$ cat config.mk
export PLATFORM = sky130hd
export DESIGN_NAME = signal_capture
export DESIGN_NICKNAME = d
export VERILOG_FILES = /design/src/rtl/signal_sampler_pkg.sv /design/src/rtl/sampler_fifo.sv /design/src/rtl/signal_capture.sv
export SDC_FILE = /design/constraint.sdc
export NUM_CORES = 1
export LEC_CHECK = 0
export ABC_AREA = 0
export CAP_MARGIN = 0
export CORE_MARGIN = 2
export CORE_UTILIZATION = 56
export CTS_CLUSTER_DIAMETER = 30
export DETAILED_ROUTE_END_ITERATION = 10
export HOLD_SLACK_MARGIN = 0.08
export PLACE_DENSITY = 0.74
export SLEW_MARGIN = 15
export SYNTH_ARGS = -nofsm -noshare
export SYNTH_HDL_FRONTEND = slang
export SYNTH_SLANG_ARGS = --single-unit
$ cat constraint.sdc
create_clock -name clk -period 3.2 [get_ports clk]
set_input_delay 0.64 -clock clk [delete_from_list [all_inputs] [get_ports clk]]
set_output_delay 0.64 -clock clk [all_outputs]
set_load 0.01 [all_outputs]
$ cat src/rtl/signal_sampler_pkg.sv
// Shared definitions for the signal capture block.
//   FLAG_FIRST / FLAG_WRAP : bit positions inside the 2-bit record flag field
//   cap_state_e            : capture FSM encoding
//   rec_width()            : packed record width {data, ts, flags}
package signal_sampler_pkg;

  localparam int FLAG_FIRST = 0;
  localparam int FLAG_WRAP  = 1;
  localparam int FLAG_W     = 2;

  typedef enum logic [1:0] {
    ST_IDLE = 2'd0,
    ST_ARM  = 2'd1,
    ST_RUN  = 2'd2
  } cap_state_e;

  function automatic int rec_width(input int dw, input int tw);
    return dw + tw + FLAG_W;
  endfunction

endpackage

$ cat src/rtl/sampler_fifo.sv
// First-word-fall-through record buffer.
//   clk, rst_n        : clock, async active-low reset (empties the buffer)
//   push, push_data   : write request; taken when not full, or when full
//                       and a pop happens in the same cycle
//   pop               : remove head entry (ignored when empty)
//   pop_data          : head entry, forced to zero while empty
//   full, empty       : occupancy flags
module sampler_fifo #(
  parameter int WIDTH = 26,
  parameter int DEPTH = 16
) (
  input  logic             clk,
  input  logic             rst_n,
  input  logic             push,
  input  logic [WIDTH-1:0] push_data,
  input  logic             pop,
  output logic [WIDTH-1:0] pop_data,
  output logic             full,
  output logic             empty
);

  localparam int AW = (DEPTH > 1) ? $clog2(DEPTH) : 1;
  localparam int CW = AW + 1;

  logic [DEPTH-1:0][WIDTH-1:0] mem_q, mem_d;
  logic [AW-1:0]               wr_ptr_q, wr_ptr_d;
  logic [AW-1:0]               rd_ptr_q, rd_ptr_d;
  logic [CW-1:0]               cnt_q, cnt_d;
  logic                        do_push, do_pop;

  assign empty    = (cnt_q == '0);
  assign full     = (cnt_q == CW'(DEPTH));
  assign do_pop   = pop & ~empty;
  // A full buffer still takes a push when the head leaves in the same cycle.
  assign do_push  = push & (~full | do_pop);
  assign pop_data = empty ? '0 : mem_q[rd_ptr_q];

  always_comb begin
    mem_d    = mem_q;
    wr_ptr_d = wr_ptr_q;
    rd_ptr_d = rd_ptr_q;
    cnt_d    = cnt_q;
    if (do_push) begin
      mem_d[wr_ptr_q] = push_data;
      wr_ptr_d        = wr_ptr_q + AW'(1);
    end
    if (do_pop) rd_ptr_d = rd_ptr_q + AW'(1);
    case ({do_push, do_pop})
      2'b10:   cnt_d = cnt_q + CW'(1);
      2'b01:   cnt_d = cnt_q - CW'(1);
      default: cnt_d = cnt_q;
    endcase
  end

  always_ff @(posedge clk or negedge rst_n) begin
    if (!rst_n) begin
      mem_q    <= '0;
      wr_ptr_q <= '0;
      rd_ptr_q <= '0;
      cnt_q    <= '0;
    end else begin
      mem_q    <= mem_d;
      wr_ptr_q <= wr_ptr_d;
      rd_ptr_q <= rd_ptr_d;
      cnt_q    <= cnt_d;
    end
  end

endmodule

$ cat src/rtl/signal_capture.sv
// Change/wrap capture of a synchronized sample bus into a record stream.
//   clk, rst_n            : clock, async active-low reset
//   enable                : level capture enable (IDLE -> ARM -> RUN)
//   data_in               : sample bus, already in the clk domain
//   rec_valid/ready       : record handshake, head popped on valid & ready
//   rec_data/ts/flags     : head record fields (flags: first, wrap)
//   overflow              : sticky drop indicator
//   clear_overflow        : synchronous clear; a same-cycle drop wins
module signal_capture
  import signal_sampler_pkg::*;
#(
  parameter int DATA_WIDTH = 8,
  parameter int TS_WIDTH   = 16,
  parameter int FIFO_DEPTH = 16
) (
  input  logic                  clk,
  input  logic                  rst_n,
  input  logic                  enable,
  input  logic [DATA_WIDTH-1:0] data_in,
  output logic                  rec_valid,
  input  logic                  rec_ready,
  output logic [DATA_WIDTH-1:0] rec_data,
  output logic [TS_WIDTH-1:0]   rec_ts,
  output logic [1:0]            rec_flags,
  output logic                  overflow,
  input  logic                  clear_overflow
);

  localparam int REC_W = rec_width(DATA_WIDTH, TS_WIDTH);

  cap_state_e            state_q, state_d;
  logic [TS_WIDTH-1:0]   ts_q, ts_d;
  logic [DATA_WIDTH-1:0] prev_q, prev_d;
  logic                  overflow_q, overflow_d;

  logic                  push, pop, drop;
  logic [TS_WIDTH-1:0]   push_ts;
  logic [FLAG_W-1:0]     push_flags;
  logic [REC_W-1:0]      fifo_dout;
  logic                  fifo_full, fifo_empty;

  always_comb begin
    state_d    = state_q;
    ts_d       = ts_q;
    prev_d     = prev_q;
    push       = 1'b0;
    push_ts    = '0;
    push_flags = '0;
    case (state_q)
      ST_IDLE: if (enable) state_d = ST_ARM;
      ST_ARM: begin
        if (!enable) state_d = ST_IDLE;
        else begin
          state_d                = ST_RUN;
          ts_d                   = '0;
          prev_d                 = data_in;
          push                   = 1'b1;
          push_flags[FLAG_FIRST] = 1'b1;
        end
      end
      ST_RUN: begin
        if (!enable) state_d = ST_IDLE;
        else begin
          ts_d    = ts_q + TS_WIDTH'(1);
          prev_d  = data_in;
          push_ts = ts_q;
          // Wrap marker absorbs a coincident change: one record, flags=10.
          if (&ts_q) begin
            push                  = 1'b1;
            push_flags[FLAG_WRAP] = 1'b1;
          end else if (data_in != prev_q) begin
            push = 1'b1;
          end
        end
      end
      default: state_d = ST_IDLE;
    endcase
  end

  assign pop  = rec_valid & rec_ready;
  assign drop = push & fifo_full & ~pop;

  always_comb begin
    overflow_d = overflow_q;
    if (clear_overflow) overflow_d = 1'b0;
    if (drop)           overflow_d = 1'b1;
  end

  always_ff @(posedge clk or negedge rst_n) begin
    if (!rst_n) begin
      state_q    <= ST_IDLE;
      ts_q       <= '0;
      prev_q     <= '0;
      overflow_q <= 1'b0;
    end else begin
      state_q    <= state_d;
      ts_q       <= ts_d;
      prev_q     <= prev_d;
      overflow_q <= overflow_d;
    end
  end

  sampler_fifo #(
    .WIDTH (REC_W),
    .DEPTH (FIFO_DEPTH)
  ) u_fifo (
    .clk       (clk),
    .rst_n     (rst_n),
    .push      (push),
    .push_data ({data_in, push_ts, push_flags}),
    .pop       (pop),
    .pop_data  (fifo_dout),
    .full      (fifo_full),
    .empty     (fifo_empty)
  );

  assign rec_valid = ~fifo_empty;
  assign rec_data  = fifo_dout[REC_W-1 -: DATA_WIDTH];
  assign rec_ts    = fifo_dout[FLAG_W +: TS_WIDTH];
  assign rec_flags = fifo_dout[FLAG_W-1:0];
  assign overflow  = overflow_q;

endmodule

### Yosys cells after proc, flatten, opt, wreduce, memory -nomap -nowiden

Index checks and enable logic that the tools add are counted.

* word-level logic and storage cells: 88
* memories kept: 0
* bits of input ports: 13
* ROM bits: 0
* bits in writable memories: 0
* output and inout port bits: 28
* latch bits: 0
* register bits: 456

* $lt $le $gt $ge: 3
* add/sub/neg operators: 5
* mux-type cells: 27
* divide/modulo/power cells: 0
* reductions and logical operators: 11
* bitwise operators: 9
* equality and inequality tests: 10
* multipliers: 0
* shift-type cells: 0

Operator list (count)
* $bwmux 416: 1
* $bmux 26 s4: 1
* $demux 26 s4: 1
* $mux 26: 3
* $mux 16: 4
* $pmux 16 s2: 1
* $add 16x1->16 const B: 1
* $reduce_and 16->1: 1
* $lt 4x5->1 const B: 2
* $mux 1: 10
* $pmux 5 s2: 1
* $add 4x1->4 const B: 2
* $ne 2x2->1 const B: 4
* $ne 8x8->1: 1
* $mux 2: 3
* $pmux 2 s3: 1
* $reduce_bool 2->1: 3
* $add 5x1->5 const B: 1
* $and 1x1->1: 5
* $eq 5x5->1 const B: 1
* $logic_not 5->1: 1
* $sub 5x1->5 const B: 1
* $eq 2x1->1 const B: 2
* $eq 2x2->1 const B: 2
* 9 further kinds: 12

### Longest topological paths before layout

Gate-level depths: netlist (run 1).

* depth in word-level cells: 8
* mapped depth: 14
* gate-level depth less buffers: 13

### By module

A second synthesis (run 1) with hierarchy kept.

* cell total of the unflattened synthesis: 1397
* area, all modules: 21324.2 um2

Modules (own cells, without submodules)
* sampler_fifo: times used 1, cells an instance 1248, seq. area each 10735.3 um2, area an instance 19840.3 um2
* signal_capture: times used 1, cells an instance 149, seq. area each 675.6 um2, area an instance 1483.9 um2

### Least setup slack after synthesis (run 1)

Ideal clock, no wire load.

* path kind: reg-to-output
* start: reg u_fifo.rd_ptr_q[0]
* end: out rec_ts[15]
* path slack: 0.061 ns
* path buffers: 3
* required time: 2.560 ns
* cell stages (with the launch flop): 7
* data arrival time: 2.499 ns
* cell sequence: dfrtp_1 > clkbuf_1 > buf_2 > buf_1 > mux4_2 > mux4_2 > and2_1

* word-level cells in the longest chain between the ends: 3

RTL lines
* start: declaration: RTL line sampler_fifo.sv:27 `logic [AW-1:0] rd_ptr_q, rd_ptr_d;`
* start signal: assignment: RTL line sampler_fifo.sv:64 `rd_ptr_q <= rd_ptr_d;`
* $bmux 26 s4: RTL line sampler_fifo.sv:36 `assign pop_data = empty ? '0 : mem_q[rd_ptr_q];`
* $mux 26 (implied by the code): RTL line sampler_fifo.sv:36
* $mux 26: RTL line sampler_fifo.sv:36
* end: declaration: RTL line signal_capture.sv:23 `output logic [TS_WIDTH-1:0] rec_ts,`

Every way passes these cells. The select of a mux whose other input is x is not followed.

### Worst setup path in the final report (run 1)

* start: reg u_fifo.rd_ptr_q[0]
* end: out rec_ts[8]

Same word-level chain as after synthesis.

==> impl_metrics.ini, run 1 <==
[status]
status = complete, but fails checks
violations = negative setup slack

[cells_and_area]
fin_area_um2 = 26900
layout.nets = 1752
drive_above_1_share = 0.433
fillers = 2161
area.growth.synth_to_final_pct = 28.2
regArea_um2 = 11400
fin_util = 0.732
multiInputGateArea_um2 = 9050
antenna_cells = 0
layout.cells.non_filler = 2270

[logic_synthesis]
netlist_area_um2 = 21000
synthXorXnorAreaFrac = 0.0117
ys_ff_latch = 456
synth.largest_area_cell = dfrtp_1
synth_area_leaders = dfrtp_1 54%, mux4_2 14%, mux2_2 13%
ys_types = 47
synth_compound_area_frac = 0.0629
synth.avg_cell_area_um2 = 13.6
ys_warn_count = 0
synth_top_family_by_area = multiplexers
yosysMostFrequentCell = dfrtp_1
netlist_instances = 1543
yosys.area_share.simple = 0.0695
synth_seq_area_share = 0.544
synth-main-ff-cell = dfrtp_1
synth_edf_count = 0
synthesis.nets = 1569
ys_top_cells_by_count = 456 x dfrtp_1, 236 x mux2_2, 218 x nand2_1, 189 x o21ai_0, 130 x mux4_2
synth_top_area_frac = 0.544
async_flop_share = 1.00
synth_fa_ha_area_frac = 0.00812
synthMuxAreaShare = 0.276

[timing]
grt_setup_unrepaired = true
tns_ns = -6.39
fin_crit_sh = 1.10
fin_skew_ns = 0.0287
slew-limit-headroom = 0.505
final_hold_viol_count = 0
setup_violations = 26
slew_violations = 0
setup_ws_ns = -0.324
max_slew.worst_pin.slew_ns = 0.741
finalCriticalPeriod_ns = 3.52
fin_hold_ws_ns = 0.473
fmax_mhz = 284

[critical_path]
slowest_stage = dfrtp_4
slowest_delay_ns = 0.51
start_kind = register
crit_top_cell = buf_12
path_max_fanout = 8
critPathKind = reg -> out
path_delay_family = multiplexers
cp.required_ns = 2.56
critPathArrivalTime_ns = 2.88
critPathCaptureType = primary output
worst-path-buf-inv = 5
cp_cell_sequence = buf_12 > buf_12 > buf_12 > buf_6 > mux4_2 > mux4_2 > and2_1 > buf_2

[die]
core_area_um2 = 36700
ioPinCount = 41
initial_core_util = 0.571
die_area_um2 = 39000
rows = 70
die_y_um = 197
die_x_um = 197

[pwr]
p_sw_mw = 6.79
intPower_mw = 16.4
pwr-share-comb = 0.273
total_power_mw = 23.2
power_leakage_nw = 12.4
p_sw_frac = 0.293
seqPwrFrac = 0.309
max-vdd-ir-drop_uv = 726
powerDensity_nw_per_um2 = 863
p_clk_frac = 0.417

[drt]
drc_errors = 0
firstDrtPassIters = 5
wl_per_cell_um = 25.0
vias = 14100
vias_per_cell = 6.21
wl_um = 56700
detail-route-antenna-nets = 0
initialDrtViolationCount = 1074

[grt]
met1_usage = 0.404
grt_pass1_wl_um = 89700
use_met3 = 0.0555
gr-usage-met2 = 0.500
grt_pass1_vias = 15400
antenna_found_initial = 0
grt_overflow = 0
busiest_layer = met2
grt_max_degree = 90
grt_use_total = 0.306

[cts]
path_clk_slew_ns = 0.05
clk_latency_ns = 0.62
cts_buffers = 90
tritoncts = built
root_buffer = clkbuf_16
htree_num_levels = 3
cts_buffer_depth = 3
cts_sinks = 456

[hold_path]
hp-class = reg -> reg

[flow_run]
drv_cap = 0

[placement]
pre_cts_ws_ns = -0.551
placed_cells = 2062
port_buffers = 40
place_area_um2 = 23100
gp_congestion = 0.822
hpwl_um = 32600
## cell usage in the layout (no fill, tap or decap), drive strengths merged, types with 3 or more instances in the layout
master / count
nor2: 23
bufinv: 11
o211ai: 7
clkdlybuf4s50: 12
and2: 30
clkbuf: 104
mux4: 130
and3: 20
dfrtp: 456
a22o: 3
o2111ai: 3
clkinvlp: 15
a21oi: 7
clkinv: 32
nand2: 218
ha: 12
xnor2: 12
o21ai: 191
buf: 195
inv: 14
or3: 4
mux2: 249
nand4: 4
xor2: 16
nand3: 10
## path summary, 6_finish.rpt
path | start | end | slack [ns] | cells past startpoint
max | u_fifo.rd_ptr_q[0] | rec_ts[8] | -0.32 | 8
min in group asynchronous | rst_n | u_fifo.mem_q[369] | 0.63 | 2
max reg2reg | u_fifo.cnt_q[0] | u_fifo.cnt_q[4] | 0.13 | 10
min | u_fifo.mem_q[353] | u_fifo.mem_q[353] | 0.47 | 2
min reg2reg | u_fifo.mem_q[353] | u_fifo.mem_q[353] | 0.47 | 2
max in group asynchronous | rst_n | u_fifo.mem_q[254] | 1.60 | 3
## power groups by stage
stage / Clock (mW) / Combinational [mW] / Sequential [mW]
after global placement: 0 / 5.21 / 7.13
after CTS: 9.74 / 6.28 / 7.14
after floorplan: 0 / 3.52 / 6.97
after detailed placement: 0 / 5.31 / 7.20
final: 9.68 / 6.34 / 7.18
after global routing: 10.1 / 6.68 / 7.26
## cell type report
cell class              instances  area share
repair buffers                209      0.0963
well taps                     468      0.0218
multi-input cells             961       0.337
clock inverters                64      0.0292
flip-flops and latches        456       0.425
inverters                       8     0.00112
clock buffers                 104      0.0896
## state kept, by name, summed over array words and instances (netlist names)
| name | flops |
|---|---|
| u_fifo.cnt_q | 5 |
| state_q | 2 |
| overflow | 1 |
| u_fifo.wr_ptr_q | 4 |
| prev_q | 8 |
| ts_q | 16 |
| u_fifo.rd_ptr_q | 4 |
| u_fifo.mem_q | 416 |
## cells by family after synthesis
kind of cell	after synthesis
AO/OA/AOI/OAI	218
buffers and inverters	126
XOR/XNOR	28
multiplexers	380
AND/OR/NAND/NOR	322
flip-flops	456
adder cells (fa/ha/maj)	13
## worst reg2reg max path: cells and delay by family, from the launching register on
kind,cells,cell delay [ns]
simple gates,5,1.54
compound gates,3,0.44
flops,1,0.43
fa+ha+maj,1,0.40
xor+xnor,1,0.14
## layer usage
layer / share of wire / up-vias / wire (um)
li1: - / 6000 / -
met1: 0.40 / 7393 / 22900
met2: 0.50 / 534 / 28200
met3: 0.055 / 179 / 3120
met4: 0.044 / 0 / 2470
met5: 0 / - / 0
## what timing repair did
action                                 4_1_cts  5_1_grt
setup endpoints to repair                   27       29
cloned                                       6        0
buffers inserted                            33        5
gates resized for setup                    163       20
endpoints found under the hold margin       59        0
hold buffers                                 1        0
pin swaps                                    9        4
(Power assumes the default switching activity.)
==> run 2, diff against run 1 <==
--- a/config.mk
+++ b/config.mk
@@ -6,6 +6,7 @@
 export NUM_CORES = 1
 export LEC_CHECK = 0
 export ABC_AREA = 0
+export ABC_CLOCK_PERIOD_IN_PS = 3200
 export CAP_MARGIN = 0
 export CORE_MARGIN = 2
 export CORE_UTILIZATION = 56
==> results of run 2 <==
No change in the layout: final DEF, timing and power equal those of run 1.
==> run 3, diff against run 2 <==
--- a/config.mk
+++ b/config.mk
@@ -14,6 +14,7 @@
 export DETAILED_ROUTE_END_ITERATION = 10
 export HOLD_SLACK_MARGIN = 0.08
 export PLACE_DENSITY = 0.74
+export REMOVE_ABC_BUFFERS = 1
 export SLEW_MARGIN = 15
 export SYNTH_ARGS = -nofsm -noshare
 export SYNTH_HDL_FRONTEND = slang
==> run 3 against run 2 <==
  * The flow still finishes with violations (negative setup slack)
  * Sequential share of layout area fell by 0.40 points
  * Count of clock-buffer cells in the layout is 27 higher
  * Final cell count is essentially flat
  * Design area is 0.96% higher
  * Hold slack worse by 0.40 ns
  * Sequential cell count stayed put
  * Utilization grew 0.70 points
  * Global-route usage rose by 0.78 points
  * Clock power grew 13%
  * Routed wire length up 3.0%
  * Fmax is 2.6% higher
  * Critical path type unchanged
  * Largest power group unchanged
==> impl_metrics.ini, run 3 (synthesis results as in run 1) <==
[timing]
fmax_mhz = 291
setup_ws_ns = -0.234
finalCriticalPeriod_ns = 3.43
max_slew.worst_pin.slew_ns = 0.767
setup_violations = 26
slew-limit-headroom = 0.489
slew_violations = 0
fin_skew_ns = 0.0210
grt_setup_unrepaired = true
fin_crit_sh = 1.07
final_hold_viol_count = 0
tns_ns = -4.62

[drt]
initialDrtViolationCount = 1062
vias = 14300
detail-route-antenna-nets = 0
wl_um = 58400
drc_errors = 0
firstDrtPassIters = 5
vias_per_cell = 6.28
wl_per_cell_um = 25.7

[placement]
gp_congestion = 0.786
port_buffers = 40
hpwl_um = 32400

[pwr]
seqPwrFrac = 0.295
p_sw_frac = 0.275
p_sw_mw = 6.67
p_clk_frac = 0.448
max-vdd-ir-drop_uv = 691
power_leakage_nw = 12.5
powerDensity_nw_per_um2 = 894
total_power_mw = 24.3
intPower_mw = 17.6
pwr-share-comb = 0.258

[cells_and_area]
fillers = 2170
regArea_um2 = 11400
fin_util = 0.739
area.growth.synth_to_final_pct = 29.4
top_regs = u_fifo.mem_q: 416 flops, ts_q: 16 flops, prev_q: 8 flops
multiInputGateArea_um2 = 9080
layout.nets = 1745
final_cell_mix = 452 x dfrtp_1, 236 x mux2_2, 218 x nand2_1
largest_register_ffs = 416
final_common_cell = dfrtp_1
drive_above_1_share = 0.430
largest-register = u_fifo.mem_q
antenna_cells = 0

[die]
die_area_um2 = 39000
rows = 70
initial_core_util = 0.571
die_y_um = 197
core_area_um2 = 36700
die_x_um = 197
ioPinCount = 41

[grt]
antenna_found_initial = 0
grt_overflow = 0
grt_use_total = 0.314
grt_pass1_wl_um = 91200
grt_max_degree = 91
grt_pass1_vias = 15700

[critical_path]
r2r-start = u_fifo.cnt_q[0]
critPathArrivalTime_ns = 2.79
reg2reg_slack_ns = 0.11
critPathKind = reg -> out
path_max_fanout = 5
cp.required_ns = 2.56
rr_worst_depth = 10
start_kind = register
r2r_end = u_fifo.cnt_q[4]
critPathCaptureType = primary output

[cts]
cts_buffers = 98
path_clk_slew_ns = 0.05
root_buffer = clkbuf_16
cts_sinks = 456
clk_latency_ns = 0.62
htree_num_levels = 3
ctsHoldBuffers = 0
tritoncts = built
cts_buffer_depth = 3

[hold_path]
hp-class = in -> async

[status]
status = complete, but fails checks
violations = negative setup slack

[flow_run]
drv_cap = 0
## run 3: changes by cell type in the layout (fill, tap and decap cells not counted), sizes merged, moves of 9 or more
cell | previous run | this run
clkbuf | 104 | 132
buf | 195 | 179
clkinvlp | 15 | 4
bufinv | 11 | 21
clkinv | 32 | 23
## run 3: worst max-delay path: stages (launching register included)
cell,delay (ns)
dfrtp_4,0.51
buf_12,0.16
buf_12,0.14
buf_16,0.14
mux4_2,0.43
mux4_2,0.48
and2_4,0.20
buf_6,0.12
## run 3: what timing repair did
action / in CTS / in global routing
gates resized for setup: 166 / 33
endpoints found under the hold margin: 0 / 0
cloned: 7 / 1
setup endpoints to repair: 27 / 28
pin swaps: 3 / 5
setup buffers: 29 / 2
## run 3: area by class of cell
type,count,share of cell area
Clock inverter,54,0.0321
Timing Repair Buffer,194,0.0900
Inverter,8,0.00111
Tap cell,468,0.0216
Multi-Input combinational cell,961,0.335
Clock buffer,131,0.0995
Sequential cell,456,0.421
## run 3: stage by stage
stage	hold WS (ns)	cell area (um2)	worst slack, ns	cells
global placement	0.455	22900	-0.400	2054
floorplan	0.344	20400	-2.84	1425
finish	0.0757	27100	-0.234	2272
CTS	0.0877	27100	-0.308	2275
detailed placement	0.466	22900	-0.434	2054
global route	0.124	27100	-0.274	2272
## run 3: metal layers
metal  wire length [um]  vias to the layer above  track usage
met4               2530                        0        0.153
li1                   -                     5947            -
met3               4280                      186       0.0831
met1              22800                     7522        0.395
met5                  0                        -            0
met2              28800                      610        0.509
## run 3: power by group through the flow
stage               logic, mW  clock network, mW  registers [mW]
global placement         5.03                  0            7.18
global route             6.60               11.3            7.23
CTS                      6.31               10.9            7.13
finish                   6.25               10.9            7.15
detailed placement       5.13                  0            7.25
floorplan                2.77                  0            7.54
## run 3: worst max-delay path by stage
stage | startpoint | end | slack (ns) | cells past startpoint
6_report | u_fifo.rd_ptr_q[0] | rec_flags[1] | -0.23 | 7
5_1_grt | u_fifo.rd_ptr_q[0] | rec_flags[1] | -0.27 | 7
4_1_cts | u_fifo.rd_ptr_q[0] | rec_ts[11] | -0.31 | 8
3_5_place_dp | data_in[4] | u_fifo.cnt_q[4] | -0.43 | 12
3_3_place_gp | data_in[4] | u_fifo.cnt_q[4] | -0.40 | 12
2_1_floorplan | u_fifo.rd_ptr_q[0] | rec_data[0] | -2.84 | 3
